`config.mk`:
```
export PLATFORM = sky130hd
export DESIGN_NAME = serial_priority_encoder
export DESIGN_NICKNAME = d
export VERILOG_FILES = /design/src/rtl/serial_priority_encoder_pkg.sv /design/src/rtl/serial_priority_encoder_prio_find.sv /design/src/rtl/serial_priority_encoder.sv
export SDC_FILE = /design/constraint.sdc
export NUM_CORES = 1
export LEC_CHECK = 0
export CAP_MARGIN = 30
export CORE_UTILIZATION = 47
export DETAILED_ROUTE_END_ITERATION = 16
export PLACE_DENSITY = 0.88
export SYNTH_ARGS = -nofsm -noshare
export SYNTH_HDL_FRONTEND = slang
export SYNTH_HIERARCHICAL = 1
export SYNTH_SLANG_ARGS = --single-unit
```
`constraint.sdc`:
```
create_clock -name clk -period 2.57 [get_ports clk]
set_input_delay 0.514 -clock clk [delete_from_list [all_inputs] [get_ports clk]]
set_output_delay 0.514 -clock clk [all_outputs]
set_load 0.01 [all_outputs]
```
`src/rtl/serial_priority_encoder_pkg.sv`:
```
// Shared definitions for the serial priority encoder: state encoding and
// elaboration-time helpers.
package serial_priority_encoder_pkg;

    typedef enum logic {
        IDLE = 1'b0,
        BUSY = 1'b1
    } state_t;

    function automatic int clog2(input int value);
        int r;
        r = 0;
        while ((1 << r) < value) r++;
        return r;
    endfunction

    function automatic int popcount(input logic [63:0] v);
        int c;
        c = 0;
        for (int i = 0; i < 64; i++) c += int'(v[i]);
        return c;
    endfunction

endpackage

```
`src/rtl/serial_priority_encoder_prio_find.sv`:
```
// Combinational priority search over a request vector: winning index,
// any-bit-set flag and at-most-one-bit-set flag.
module prio_find
    import serial_priority_encoder_pkg::*;
#(
    parameter int N          = 8,
    parameter int HIGH_FIRST = 1,
    localparam int W         = clog2(N)
) (
    input  logic [N-1:0] vec,
    output logic [W-1:0] idx,
    output logic         any,
    output logic         single
);

    assign any    = |vec;
    // Clearing the lowest set bit leaves zero only for one-hot or all-zero input.
    assign single = ((vec & (vec - N'(1))) == '0);

    always_comb begin
        idx = '0;
        if (HIGH_FIRST != 0) begin
            for (int i = 0; i < N; i++) begin
                if (vec[i]) idx = W'(i);
            end
        end else begin
            for (int i = N - 1; i >= 0; i--) begin
                if (vec[i]) idx = W'(i);
            end
        end
    end

endmodule

```
`src/rtl/serial_priority_encoder.sv`:
```
// Captures a request vector and emits the index of each set bit, one per
// output handshake, in priority order.
module serial_priority_encoder
    import serial_priority_encoder_pkg::*;
#(
    parameter int N          = 8,
    parameter int HIGH_FIRST = 1,
    localparam int W         = clog2(N)
) (
    input  logic         clk,
    input  logic         rst,
    input  logic         in_valid,
    output logic         in_ready,
    input  logic [N-1:0] in_req,
    output logic         out_valid,
    input  logic         out_ready,
    output logic [W-1:0] out_idx,
    output logic         out_last,
    output logic         out_none,
    output logic [W:0]   out_cnt,
    output state_t       dbg_state
);

    // Handshakes: a transfer happens on a rising edge where valid and ready are
    // both 1; valid never depends on ready, and a producer holding valid=1 keeps
    // its payload stable until that transfer.

    state_t         state, state_next;
    logic [N-1:0]   pending, pending_next;
    logic [W:0]     cnt_q, cnt_next;
    logic [W-1:0]   find_idx;
    logic           find_any;
    logic           find_single;
    logic           busy;

    prio_find #(
        .N          (N),
        .HIGH_FIRST (HIGH_FIRST)
    ) u_find (
        .vec    (pending),
        .idx    (find_idx),
        .any    (find_any),
        .single (find_single)
    );

    always_ff @(posedge clk or posedge rst) begin
        if (rst) begin
            state   <= IDLE;
            pending <= '0;
            cnt_q   <= '0;
        end else begin
            state   <= state_next;
            pending <= pending_next;
            cnt_q   <= cnt_next;
        end
    end

    always_comb begin
        state_next   = state;
        pending_next = pending;
        cnt_next     = cnt_q;
        case (state)
            IDLE: begin
                if (in_valid) begin
                    pending_next = in_req;
                    cnt_next     = (W + 1)'(popcount(64'(in_req)));
                    state_next   = BUSY;
                end
            end
            BUSY: begin
                if (out_ready) begin
                    if (find_single) begin
                        pending_next = '0;
                        cnt_next     = '0;
                        state_next   = IDLE;
                    end else begin
                        pending_next = pending & ~(N'(1) << find_idx);
                    end
                end
            end
            default: begin
                pending_next = '0;
                cnt_next     = '0;
                state_next   = IDLE;
            end
        endcase
    end

    // Pending is only all-zero while BUSY when the captured vector was zero.
    assign busy      = (state == BUSY);
    assign in_ready  = !busy;
    assign out_valid = busy;
    assign out_idx   = busy ? find_idx : '0;
    assign out_last  = busy & find_single;
    assign out_none  = busy & ~find_any;
    assign out_cnt   = cnt_q;
    assign dbg_state = state;

endmodule
```
==> results.toml <==
[timing]
rsz0062_at_grt = "true"
fmax_mhz = 344
fin_ws_ns = -0.340
final-hold-violation-count = 0
fin_crit_sh_pct = 113
setup_violations = 2
finClkSkew_ns = 0.00525
fin_crit_ns = 2.91
tightest_slew_ns = 0.645
slew_headroom_pct = 56.9
setup_tns_ns = -0.627
maxSlewViolCount = 0

[synth]
synthesis.nets = 114
yosys-top-cells-area = "dfrtp_1, a32o_1, fa_1, inv_1, ha_1"
yosysWarnings = 6
yosys.area.top_type_share_pct = 35.1
syn_area_sq_um = 926
yosys_register_bits = 13
syn_inst = 95
ys_seq_area_share_pct = 35.1
ys_types = 31
yosys.area.top_type = "dfrtp_1"
async_reset_ff_share_pct = 100
synth_edf_count = 0
syn_area_per_cell_sq_um = 9.75
synth_ff_type = "dfrtp_1"

[final_layout]
area_delta_synth_final_pct = 40.0
final_cell_mix = "clkdlybuf4s50_1, buf_4, inv_1"
n_antenna_cell = 0
stdcell_area_sq_um = 1300
drive_above_1_share_pct = 24.4
multi_input_area_sq_um = 538
seqCellArea_sq_um = 328
layout_commonest_cell = "clkdlybuf4s50_1"
post-route-util_pct = 72.7
final_net_count = 151
fillers = 127

[floorplan]
core_area_sq_um = 1780
die_w_um = 46.4
initial_core_util_pct = 51.9
fp-row-count = 15
die_area_sq_um = 2150
ios = 24
die_y_um = 46.4

[global_route]
track_usage_pct = 25.4
grt_pass1_vias = 798
grt_antenna_before_repair = 0
grt_start_max_net_pins = 14
grt-ovfl-total = 0
grt_pass1_wl_mm = 3.74

[clocking]
cts_buffers = 3
cts_root_buf = "clkbuf_4"
cts_tree = "done"
worstSkewPairLatency_ns = 0.28
path_clk_slew_ns = 0.08
holdBufCountCts = 0
cts_sinks = 13
htree_num_levels = 1
cts_max_path_buffers = 2

[worst_setup_path]
regToRegEndpoint = "pending[3]$_DFFE_PP0P_"
r2r_start = "pending[0]$_DFFE_PP0P_"
ff2ff_setup_slack_ns = 0.46
worstRegToRegCells = 7
crit_path_end_kind = "flip-flop"
cp-start-kind = "input port"
cp.required_ns = 2.74
worstSetupPathType = "in -> reg"
crit_arrival_ns = 3.08
path_max_fanout = 2

[route]
viasPerCell = 5.35
vias = 835
drtIter0Drc = 22
wl_mm = 2.31
postRouteAntennaNets = 0
drt-pass1-iter-count = 4
wl_per_cell_um = 14.8
drc = 0

[min_path]
holdCritPathClass = "in -> reg"
worstHoldStart = "in_req[0]"
hold-path-endpoint = "pending[0]$_DFFE_PP0P_"
holdPathStages = 2

[flow_run]
cap_violations = 0

[place]
port_buffers = 23
post_dp_cell_area_sq_um = 1200
dp_hpwl_mm = 1.67
place.gp.congestion = 0.891

[pwr]
power_density_nw_per_um2 = 1220
ir_drop_mv = 0.747
p_total_mw = 1.58
total_leakage_power_nw = 0.581

[run_status]
violations = "negative setup slack"
status = "finished with violations"
power breakdown:
part	switching, mW	total [mW]	internal (mW)
clock	0.0696	0.130	0.0603
sequential	0.119	0.407	0.288
combinational	0.476	1.05	0.571
critical path, stage by stage:
cell and delay [ns]:
buf_8 0.10, fa_1 0.52, inv_1 0.05, fa_1 0.49, fa_1 0.43, inv_2 0.08, ha_4 0.13, inv_2 0.04
fa_1 0.47, inv_1 0.05, a22o_1 0.21
area by class of cell:
cell class                 count  share of cell area, %
timing repair buffer          36                   24.7
tap                           25                   2.41
inverter                      14                   4.05
sequential                    13                   25.3
multi-input combinational     64                   41.5
clock buffer                   4                   2.03
synthesized netlist by cell type (2+ instances only):
| cell type | number |
|---|---|
| dfrtp_1 | 13 |
| a32o_1 | 8 |
| ha_1 | 3 |
| a22o_1 | 3 |
| nand2b_1 | 2 |
| and2_1 | 4 |
| fa_1 | 4 |
| buf_4 | 2 |
| inv_1 | 14 |
| nor2_1 | 7 |
| nor2b_1 | 3 |
| nor3_1 | 2 |
| a21oi_1 | 2 |
| nand2_1 | 9 |
| nand3_1 | 3 |
metal layers:
metal  vias to the layer above  global-route usage, %  share of wire, %
li1                        401                      -                 -
met1                       400                   32.7                43
met2                        30                   43.1                52
met3                         4                   4.71               4.6
met4                         0                   7.06               1.0
met5                         -                      0                 0
repair_timing:
action | CTS | global route
resized for setup | 23 | 2
pin swaps | 7 | 4
gates cloned | 0 | 0
setup endpoints to repair | 5 | 4
buffers inserted | 6 | 2
metrics by stage:
stage | setup slack [ns] | instances | hold slack, ns
after floorplan | -0.440 | 95 | 0.391
after global placement | -0.937 | 145 | 0.480
after detailed placement | -1.05 | 145 | 0.482
after CTS | -0.392 | 155 | 0.483
after global routing | -0.360 | 156 | 0.502
final | -0.340 | 156 | 0.484
state kept, by name, summed over array words and instances, names as in the netlist:
name and count:
pending 8, dbg_state 1, out_cnt 4
logic make-up after synthesis:
kind of cell,Yosys count,synth area share (%)
DFF,13,35.1
buffers and inverters,18,9.05
AOI/OAI and AO/OA,20,19.3
xor gates and xnor gates,1,0.946
and+or+nand+nor,35,21.8
adders and majority gates,8,13.8
worst max-delay path by stage:
stage | endpoint | slack (ns) | startpoint | cells after the start
6_report | out_cnt[1]$_DFFE_PP0P_ | -0.34 | in_req[1] | 11
5_1_grt | out_cnt[1]$_DFFE_PP0P_ | -0.36 | in_req[1] | 11
4_1_cts | out_cnt[1]$_DFFE_PP0P_ | -0.39 | in_req[1] | 11
3_5_place_dp | out_cnt[1]$_DFFE_PP0P_ | -1.05 | in_req[1] | 11
3_3_place_gp | out_cnt[1]$_DFFE_PP0P_ | -0.94 | in_req[0] | 11
2_1_floorplan | out_cnt[1]$_DFFE_PP0P_ | -0.44 | in_req[0] | 10
Note: power is estimated with default switching activity, not from simulation.
